--- config.mk ---
export PLATFORM = sky130hd
export DESIGN_NAME = fifo_word_packer
export DESIGN_NICKNAME = d
export VERILOG_FILES = /design/src/rtl/fifo_word_packer.sv
export SDC_FILE = /design/constraint.sdc
export NUM_CORES = 1
export LEC_CHECK = 0
export BUFFER_PORTS_ARGS = -buffer_cell sky130_fd_sc_hd__buf_2
export CAP_MARGIN = 20
export CELL_PAD_IN_SITES_DETAIL_PLACEMENT = 0
export CELL_PAD_IN_SITES_GLOBAL_PLACEMENT = 1
export CORE_ASPECT_RATIO = 0.8
export CORE_MARGIN = 10
export CORE_UTILIZATION = 41
export DETAILED_ROUTE_END_ITERATION = 10
export PLACE_DENSITY = 0.82
export SLEW_MARGIN = 30
export SYNTH_ARGS = -nofsm -noshare
export SYNTH_HDL_FRONTEND = slang
export SYNTH_SLANG_ARGS = --single-unit
--- constraint.sdc ---
create_clock -name clk -period 2.24 [get_ports clk]
set_clock_uncertainty 0.05 [all_clocks]
set_input_delay 0.672 -clock clk [delete_from_list [all_inputs] [get_ports clk]]
set_output_delay 0.672 -clock clk [all_outputs]
set_load 0.005 [all_outputs]
--- src/rtl/fifo_word_packer.sv ---
`default_nettype none
// ============================================================================
// Module   : fifo_word_packer
// Function : Pops bytes from an 8-bit FIFO read port and packs BYTES of them
//            into one word on a valid/ready handshake. After TIMEOUT idle
//            cycles, a partial word is flushed with a byte-keep mask.
//            Optional macro WORD_PARITY_EN adds the per-lane parity port
//            word_par.
// Revision : 1.0 - initial release
// ============================================================================
module fifo_word_packer #(
  parameter int BYTES   = 4,
  parameter int TIMEOUT = 15
) (
  input  logic                 clk,
  input  logic                 rst,
  output logic                 rd_en,
  input  logic                 is_empty,
  input  logic [7:0]           fifo_data,
  output logic [8*BYTES-1:0]   word_out,
  output logic [BYTES-1:0]     word_keep,
  output logic                 word_valid,
`ifdef WORD_PARITY_EN
  output logic [BYTES-1:0]     word_par,
`endif
  input  logic                 word_ready
);

  localparam int              c_CW       = $clog2(BYTES + 1);
  localparam logic [c_CW-1:0] c_FULL     = c_CW'(BYTES);
  localparam logic [c_CW-1:0] c_LAST     = c_CW'(BYTES - 1);
  localparam logic [c_CW-1:0] c_ONE      = c_CW'(1);
  localparam logic [7:0]      c_TMO_LAST = 8'(TIMEOUT - 1);

  typedef enum logic [0:0] {
    ACCUM = 1'b0,
    OUT   = 1'b1
  } state_t;

  state_t                r_state;
  state_t                w_state_nxt;
  logic [c_CW-1:0]       r_filled;
  logic [c_CW-1:0]       r_issued;
  logic                  r_cap_pend;
  logic [7:0]            r_timer;
  logic [8*BYTES-1:0]    r_word_out;
  logic [BYTES-1:0]      r_word_keep;

  logic                  w_count;
  logic                  w_flush;
  logic                  w_cap_last;
  logic                  w_accept;

  // The timer only runs while a partial word waits with no byte in flight.
  assign w_count    = (r_state == ACCUM) && (r_filled != '0) &&
                      (r_filled < c_FULL) && !r_cap_pend;
  assign w_flush    = w_count && (r_timer == c_TMO_LAST);
  assign w_cap_last = r_cap_pend && (r_filled == c_LAST);
  assign w_accept   = (r_state == OUT) && word_ready;

  // A flush that coincides with fresh FIFO data takes priority over the pop.
  assign rd_en      = (r_state == ACCUM) && !is_empty &&
                      (r_issued < c_FULL) && !w_flush;
  assign word_valid = (r_state == OUT);
  assign word_out   = r_word_out;
  assign word_keep  = r_word_keep;

  always_ff @(posedge clk or posedge rst) begin
    if (rst) begin
      r_state <= ACCUM;
    end else begin
      r_state <= w_state_nxt;
    end
  end

  always_comb begin
    w_state_nxt = r_state;
    case (r_state)
      ACCUM:   if (w_cap_last || w_flush) w_state_nxt = OUT;
      OUT:     if (word_ready)            w_state_nxt = ACCUM;
      default: w_state_nxt = ACCUM;
    endcase
  end

  always_ff @(posedge clk or posedge rst) begin
    if (rst) begin
      r_filled    <= '0;
      r_issued    <= '0;
      r_cap_pend  <= 1'b0;
      r_timer     <= '0;
      r_word_out  <= '0;
      r_word_keep <= '0;
    end else if (w_accept) begin
      r_filled    <= '0;
      r_issued    <= '0;
      r_cap_pend  <= 1'b0;
      r_timer     <= '0;
      r_word_out  <= '0;
      r_word_keep <= '0;
    end else begin
      r_cap_pend <= rd_en;
      if (rd_en) begin
        r_issued <= r_issued + c_ONE;
      end
      if (r_cap_pend) begin
        for (int i = 0; i < BYTES; i++) begin
          if (r_filled == c_CW'(i)) begin
            r_word_out[i*8 +: 8] <= fifo_data;
            r_word_keep[i]       <= 1'b1;
          end
        end
        r_filled <= r_filled + c_ONE;
        r_timer  <= '0;
      end else if (w_count) begin
        r_timer <= r_timer + 8'd1;
      end
    end
  end

`ifdef WORD_PARITY_EN
  logic [BYTES-1:0] r_word_par;

  always_ff @(posedge clk or posedge rst) begin
    if (rst) begin
      r_word_par <= '0;
    end else if (w_accept) begin
      r_word_par <= '0;
    end else if (r_cap_pend) begin
      for (int i = 0; i < BYTES; i++) begin
        if (r_filled == c_CW'(i)) begin
          r_word_par[i] <= ^fifo_data;
        end
      end
    end
  end

  assign word_par = r_word_par;
`endif

endmodule
`default_nettype wire

* Word-level counts from Yosys, hierarchy flattened
Index checks and enable logic that the tools add are counted.
Word-level totals: flip-flop bits (word level) 52, input port bits 12, output and inout bits 38, logic and storage cells 72
Operators by class: add/sub/neg operators 3, magnitude comparators 2, eq/ne operators 4, muxes and demuxes 23, bitwise gates (word level) 1, reductions and logical operators 26
Operator list (count):
- $mux W32 | 2
- $mux W8 | 7
- $mux W3 | 4
- $reduce_bool A2 Y1 | 6
- $logic_and A1 B1 Y1 | 9
- $add A8 B1 Y8 const B | 1
- $eq A8 B4 Y1 const B | 1
- $mux W4 | 2
- $reduce_and A2 Y1 | 4
- $mux W1 | 7
- $add A3 B1 Y3 const B | 2
- $eq A3 B2 Y1 const B | 2
- $lt A3 B3 Y1 const B | 2
- $reduce_bool A3 Y1 | 2
- $eq A3 B1 Y1 const B | 1
- $logic_not A1 Y1 | 3
- $logic_not A3 Y1 | 1
- $pmux W1 S2 | 1
- $logic_or A1 B1 Y1 | 1
- $not A1 Y1 | 1

* Longest topological paths before layout
Gate-level depths: netlist (run 1).
depth after elaboration 9, gate-level depth with buffers 7, gate-level depth less buffers 6

* Worst setup path after synthesis (run 1)
OpenSTA, ideal clock, no wires.
path kind register -> output, start point register r_timer[0], end point output rd_en, data arrival time 1393 ps, data required time 1518 ps, slack 125 ps, stages on the path, launching flop included 6, buffers on the path 0, cells stage by stage dfrtp_1 > inv_1 > ha_1 > or4b_4 > nor4_4 > a2111oi_4
On the way: word-level cells in the longest chain between the ends 4
Ends and longest elaborated chain:
- start, declared | line 45 | logic [7:0] r_timer;
- start signal, assigned | line 115 | r_timer <= r_timer + 8'd1;
- $eq A8 B4 Y1 | line 57 | assign w_flush = w_count && (r_timer == c_TMO_LAST);
- $logic_and A1 B1 Y1 | line 57
- $logic_not A1 Y1 | line 63 | (r_issued < c_FULL) && !w_flush;
- $logic_and A1 B1 Y1 | line 63
- end, declared | line 17 | output logic rd_en,
Every way passes these cells.

* Final worst setup path (run 1)
Same ends and word-level chain as after synthesis.

==> results.md, run 1 <==
- Relative to the synthesized area, the layout overhead comes to 22.0%.
- For the pin with the worst max-slew slack, the measured transition is 0.455 ns.
- The routed layout has 1869 vias.
- Summed over all layers, the routed wires come to 5.78 mm.
- After Yosys synthesis, full adders, half adders and majority gates account for 4.31% of the synthesized area.
- No sink is reached through more buffers than the 2 on the longest clock path.
- Summing all flip-flop and latch instances after layout gives 1300 um^2.
- STA puts the critical path data arrival time at 1.82 ns.
- The count of inserted antenna diode cells is 0.
- The area enclosed by the die boundary is 9100 um^2.
- The library cell used most frequently in the layout, excluding fill and tap cells, is sky130_fd_sc_hd__dfrtp_1.
- The first detailed-routing pass ran for 4 iterations.
- Derived from the worst setup path, the maximum achievable clock frequency is 393 MHz.
- The post-synthesis simple-gate area fraction is 21.2%.
- The mux share of post-synthesis cell area is 1.29%.
- At the end of routability-driven placement, the weighted congestion stood at 0.767.
- The worst setup slack for register-to-register paths is 0.37 ns.
- The detail-routed via count per cell is 5.04.
- The critical path in this run is classified as flop to output pin.
- The share of the synthesized area in compound gates (AO/OA/AOI/OAI) is 10.4%.
- The synthesized design contains 52 register bits.
- The checks that failed: negative setup slack.
- After floorplanning, the core was divided into 24 placement rows.
- The largest total area in the synthesized netlist belongs to sky130_fd_sc_hd__dfrtp_1.
- After filler insertion, the fill cell instance count of the layout stands at 543.
- In this run the static leakage power is 1.41 nW.
- The clock drives 52 sinks.
- For the worst flop-to-flop path, the logic depth is 7.
- The total number of yosys warnings is 0.
- Of the cells placed in the final design, the portion with a size suffix greater than 1 is 25.9%.
- OpenSTA, run right after detailed placement, puts the worst setup slack at 0.00972 ns.
- The initial antenna violation count was 0.
- The floorplan step set the die height to 87.4 um.
- Global routing used 13.1% of the available tracks.
- The post-synthesis instance area is 2320 um^2.
- In the final layout, the multi-input gates occupy 938 um^2.
- The synthesized area per cell is 9.77 um^2.
- During I/O placement, the number of pins put on the boundary was 50.
- The CTS tree is yes.
- The time the final worst path needs with I/O delays and setup is 2.55 ns.
- The detailed router's first-iteration violation count is 111.
- The min-delay analysis places its worst path in the category input pin to async pin.
- Walking the worst path, the cells encountered are inv_1 > ha_1 > or4b_4 > nor4_4 > a2111oi_4 > buf_2.
- At the end of the flow, the number of nets in the layout was 312.
- Of the total synthesized cell area, the portion taken by XOR and XNOR cells is 3.01%.
- The maximum number of pins on one net before global-route repair is 53.
- The number of endpoints failing setup at the final stage is 1.
- The worst setup path is launched from a flop.
- Synthesis produced a netlist whose cell count is 238.
- Across all setup checks in the final design, the least slack found is -0.307 ns.
- The total nets after synthesis is 258.
- The unique cell type count in the Yosys netlist is 28.
- The post-layout utilization of the core is 51.9%.
- In this run the number of cells on the critical path is 6.
- In this run the remaining antenna-violating nets after routing total 0.
- The total power is 0.00357 W.
- For the final routed database, the setup TNS stands at -0.307 ns.
- The count of buffering cells on the critical path with inverters included is 2.
- The region available for standard cell placement spans 5470 um^2.
- Hold is met by 0.343 ns.
- The final-report max-slew violation count is 0.
- The share of the synthesized area in the top cell type is 56.0%.
- The total count of hold-check failures in the final report came to 0.
- The largest fanout on the critical path is 2.
- The die is 104 um wide.
- Hold repair after CTS inserted 0 buffers.
- The first-pass GRT wire length is 9.83 mm.
- Setup repair after global routing could not meet its margin everywhere.
- Measured against its own limit, the worst slew margin works out to 69.5%.
- The library cells used most frequently in the layout, excluding fill and tap cells, are sky130_fd_sc_hd__dfrtp_1, sky130_fd_sc_hd__nand2_1, sky130_fd_sc_hd__buf_2, sky130_fd_sc_hd__a21oi_1, sky130_fd_sc_hd__nand3_1.
- Clock tree synthesis selected as its root buffer the cell sky130_fd_sc_hd__clkbuf_8.
- Yosys attributes the largest share of cell area to sky130_fd_sc_hd__dfrtp_1, sky130_fd_sc_hd__nand2_1, sky130_fd_sc_hd__a21oi_1.
- Of the synthesized area, sequential elements account for 56.0%.
- The tool flagged a number of max-cap violations equal to 0.
- The flow ran to the end, but the final reports show violations.
- During placement, the flow inserted port buffers numbering 49.
- Once the floorplan was initialized, standard cells occupied 42.5% of the core.
- In the final routed layout, each cell accounts on average for 15.6 um.
- The overall overflow remaining after global route is 0.
- The register clock-pin slew on the reported worst setup and hold paths is 0.10 ns.
- The cell type group with the largest total delay on the critical path is simple AND/OR/NAND/NOR gates.
- Clock latency on the worst-skew pair, taken at its later pin, is 0.30 ns.
- The H-tree was split into 2 levels.
- Power spread over the standard cell area amounts to 1260 nW/um^2.
- On the worst path, the slowest cell contributes a delay of 0.46 ns.
- The highest-delay cell along the critical path is sky130_fd_sc_hd__or4b_4.
- The maximum VDD drop is 0.000491 V.
- After detailed routing, the number of remaining DRC violations is 0.
- For the worst setup path, the data required time is 1.52 ns.
- The number of clock buffers added by TritonCTS is 5.
- The endpoint kind of the worst setup timing path is an output pin.
- The ratio of final minimum period to clock period is 114%.
- The half-perimeter wire length after detailed placement is 4.13 mm.
- The largest family of logic cells by synthesized area is simple AND/OR/NAND/NOR gates.
- The via count of the first global-routing pass is 1963.
[sequential cells by signal (all words and copies together), names as in the netlist]
register	cells
r_cap_pend	1
word_keep	4
r_filled	3
r_timer	8
word_valid	1
word_out	32
r_issued	3
[where the power goes]
part	total, W	leakage (nW)	switching (W)	internal [W]
Clock	0.000687	0.0614	0.000321	0.000366
Sequential	0.00151	0.691	0.000224	0.00128
Combinational	0.00137	0.655	0.000759	0.000614
Total	0.00357	1.41	0.00130	0.00226
[cell usage after synthesis (all sizes together)]
cell type and n:
nand3 27, nor4 1, nor2 17, and2 3, buf 3, nand4 2
or4b 1, nand2 49, ha 8, dfrtp 52, mux2i 3, and3 1
clkbuf 12, inv 6, nand2b 1, nor3 1, nor2b 1, a21oi 35
a2111oi 2, xor2 6, a22o 1, a211oi 3, and4 1, xnor2 2
[stage by stage]
step	cells	cell area, um^2
6_report	371	2840
5_1_grt	371	2840
4_1_cts	371	2840
3_5_place_dp	363	2720
3_3_place_gp	363	2720
2_1_floorplan	238	2320
[kinds of logic after synthesis]
family	Yosys count
XOR/XNOR	8
AND/OR/NAND/NOR	105
buffers and inverters	21
multiplexers	3
flip-flops	52
AO/OA/AOI/OAI	41
adder cells (fa/ha/maj)	8
[metal layers]
metal  GRT usage, %  part of all wire (%)
met5              0                     0
met4           3.78                  0.93
met3           3.99                   4.9
met2           21.7                    49
met1           16.3                    45
[worst register-to-register path, cell delays in order (launching register included)]
cell	delay, ns
sky130_fd_sc_hd__dfrtp_1	0.38
sky130_fd_sc_hd__inv_1	0.06
sky130_fd_sc_hd__ha_1	0.13
sky130_fd_sc_hd__or4b_4	0.46
sky130_fd_sc_hd__nor4_4	0.24
sky130_fd_sc_hd__a2111oi_4	0.12
sky130_fd_sc_hd__buf_4	0.16
sky130_fd_sc_hd__a22o_1	0.17
[final cells by class]
cell class	count	share of cell area, %
multi-input combinational	165	33.1
timing repair buffer	62	12.5
inverter	6	0.794
clock buffer	6	2.91
sequential	52	45.9
tap	78	3.44
clock inverter	2	1.37
[path summary, 6_finish.rpt]
path,start,endpoint
worst max-delay path,r_timer[0],rd_en
worst min-delay path,rst,word_out[18]
worst max register to register,r_timer[0],r_issued[2]
worst min register to register,r_issued[0],r_issued[0]
max in group asynchronous,rst,r_filled[1]
min in group clk,r_issued[0],r_issued[0]
[what timing repair did]
| item | 4_1_cts | 5_1_grt |
|---|---|---|
| setup buffers | 0 | 0 |
| gates resized for setup | 0 | 0 |
| endpoints found under the setup margin | 1 | 1 |
| pin swaps | 0 | 0 |
(Power assumes the default switching activity.)
==> run 2, diff against run 1 <==
--- a/constraint.sdc
+++ b/constraint.sdc
@@ -4,2 +4,2 @@
 set_output_delay 0.672 -clock clk [all_outputs]
-set_load 0.005 [all_outputs]
+set_load 0.1 [all_outputs]
==> run 2 against run 1 <==
The flow still finishes with violations (negative setup slack). Cell count up 0.81%. Routed wire length shrank 0.76%. Sequential share of layout area decreased by 0.097 points. Critical endpoint unchanged. Hold slack got worse by 0.0019 ns. Register-to-register slack lost 0.06 ns. Maximum frequency is 3.4% lower. Global-route usage down 0.38 points. Worst setup slack got worse by 0.091 ns. Clock-buffer cell count up 1.
==> results.md, run 2 (same netlist as run 1, synthesis figures left out) <==
- The run finished, with violations left.
- The final reports fail on negative setup slack.
- The I/O pin count was 50 (unchanged).
- The total count of hold-check failures in the final report is 0 (unchanged).
- The count of inserted antenna diode cells is 0 (unchanged).
- The area of all sequential standard cells is 1300 um^2 (about the same).
- The area growth from synthesis to layout is 22.4%.
- The clock insertion delay at the later pin of the skew report was 0.30 ns (about the same).
- The first-pass GRT wire length is 9.48 mm (-3.6%).
- The final critical-path setup slack is -0.397 ns (-0.0907 ns).
- The layout net count is 315 (+0.96%).
- The total clock buffers created by CTS is 5 (unchanged).
- The register clock-pin slew on the reported worst setup and hold paths was 0.10 ns (about the same).
- The ratio of final minimum period to clock period is 118% (+4.0 points).
- The maximum buffer depth of the clock tree is 2 (unchanged).
- The number of port buffers came to 49 (unchanged).
- The detailed-route wire length on metal 1 is 2.78 mm (+6.6%).
- The area enclosed by the die boundary is 9100 um^2 (unchanged).
- The number of filler instances in the final layout is 535 (-1.5%).
- The number of endpoints failing setup at the final stage is 1 (unchanged).
- The worst endpoint required time came to 1.52 ns (about the same).
- The final-report max-slew violation count came to 0 (unchanged).
- The post-layout utilization of the core is 52.1% (+0.16 points).
- The top cell types in the final layout, fill and taps aside, are sky130_fd_sc_hd__dfrtp_1, sky130_fd_sc_hd__nand2_1, sky130_fd_sc_hd__buf_2, sky130_fd_sc_hd__a21oi_1, sky130_fd_sc_hd__nand3_1.
- The weighted congestion at the end of routability-driven global placement is 0.727 (-5.3%).
- The highest-delay cell along the critical path is sky130_fd_sc_hd__or4b_4.
- The critical path goes through inv_1 > ha_1 > or4b_4 > nor4_4 > a2111oi_4 > buf_12.
- The detail-routed via count per cell is 4.92 (-2.3%).
- The floorplan core area came to 5470 um^2 (unchanged).
- The initial standard-cell utilization of the core is 42.5% (unchanged).
- The highest metal layer used by the detailed router is met4.
- Setup repair after global routing could not meet its margin everywhere.
- The worst setup path is captured at an output pin.
- The timing-limited maximum frequency is 379 MHz (-3.4%).
- The number of clock sinks seen by CTS is 52 (unchanged).
- The remaining design rule violation count was 0 (unchanged).
- The horizontal die dimension is 104 um (unchanged).
- The H-tree depth came to 2 (unchanged).
- STA classifies the critical path startpoint as a flop.
- The wire length reported by the detailed router is 5.74 mm (-0.76%).
- The vertical die dimension came to 87.4 um (unchanged).
- The global-route total usage across every layer is 12.8% (-0.38 points).
- The half-perimeter wire length after detailed placement is 4.07 mm (-1.6%).
- The time the final worst path needs with I/O delays and setup is 2.64 ns (+0.0907 ns).
- The class of the most critical setup path is flop to output pin.
- The remaining antenna violation count after routing is 0 (unchanged).
- The routed length per instance is 15.3 um (-1.6%).
- The post-CTS setup buffer count was 0 (unchanged).
- The library cell used most frequently in the layout, excluding fill and tap cells, is sky130_fd_sc_hd__dfrtp_1.
- The detailed router's first-iteration violation count is 84 (-24%).
- The worst min-delay path category is input pin to async pin.
- The via count of the first global-routing pass came to 1861 (-5.2%).
- The total iterations of the first detailed-routing run is 6 (+2).
- TritonCTS built the clock tree.
- The detailed route wirelength on metal3 is 280 um (-0.36%).
- The overall overflow remaining after global route is 0 (unchanged).
- The worst slew margin relative to its limit came to 67.0% (-2.5 points).
- The actual transition at the worst max-transition pin is 0.499 ns (+0.0432 ns).
- The number of standard-cell rows in the floorplan is 24 (unchanged).
- The met2 routed wirelength came to 2.60 mm (-8.3%).
- The flip-flop count of the largest register, all copies and words added was 32 (unchanged).
- The initial antenna violation count is 0 (unchanged).
- The area of the multi-input gates came to 936 um^2 (-0.27%).
- The max capacitance violation total is 0 (unchanged).
- The cell sitting at the root of the clock tree is a sky130_fd_sc_hd__clkbuf_8.
- The arrival time at the worst endpoint is 1.92 ns (+0.10 ns).
- The routed via count is 1840 (-1.6%).
- The delay of the slowest critical-path stage is 0.46 ns (about the same).
- The largest fanout on the critical path is 2 (unchanged).
- The number of gates resized after cts came to 0 (unchanged).
- The fraction of final layout cells sized beyond drive strength 1 is 26.4% (+0.41 points).
- The number of hold buffers added after CTS is 0 (unchanged).
- The maximum number of pins on one net before global-route repair is 53 (unchanged).
-- run 2: changes by cell type in the layout (fill, tap and decap cells not counted), sizes merged --
cell	delta
clkinvlp	+1
clkinv	-1
buf	+3
bufinv	-1
clkbuf	+1
-- run 2: metal layers --
metal | up-vias | GRT usage, %
met4 | 0 | 3.78
li1 | 908 | -
met3 | 6 | 3.55
met2 | 36 | 19.7
met1 | 890 | 17.1
met5 | - | 0
-- run 2: final timing paths --
| path | from | endpoint | slack (ns) | depth (start not counted) |
|---|---|---|---|---|
| worst max-delay path | r_timer[0] | rd_en | -0.40 | 6 |
| worst min register to register | r_issued[0] | r_issued[0] | 0.44 | 1 |
| worst min-delay path | rst | word_out[21] | 0.34 | 3 |
| min in group clk | r_issued[0] | r_issued[0] | 0.44 | 1 |
| max in group asynchronous | rst | word_valid | 1.54 | 3 |
| worst max register to register | r_timer[0] | r_issued[2] | 0.31 | 7 |
-- run 2: worst max-delay path, delay by kind of cell, from the launching register on --
family | cells | cell delay [ns]
flops | 1 | 0.39
compound gates | 1 | 0.15
buf+inv | 2 | 0.25
fa+ha+maj | 1 | 0.13
simple gates | 2 | 0.69
-- run 2: through the flow --
stage                     cells  instance area, um^2  TNS [ns]  worst slack (ns)  hold WS [ns]
final                       374                 2850    -0.397            -0.397         0.341
after global routing        374                 2850    -0.500            -0.500         0.373
after CTS                   374                 2850    -0.432            -0.432         0.359
after detailed placement    366                 2750   -0.0836           -0.0836         0.433
after global placement      366                 2750   -0.0552           -0.0552         0.424
after floorplan             238                 2330     -1.60            -0.644         0.405
-- run 2: area by class of cell --
class                      count  share of cell area (%)
inverter                       6                   0.792
sequential                    52                    45.8
tap                           78                    3.43
clock buffer                   7                    3.03
multi-input combinational    165                    32.9
timing repair buffer          65                    13.8
clock inverter                 1                   0.264
Power of run 2 is not shown: default switching activity piles up to over one toggle a cycle in this logic, so the estimate is an artifact.
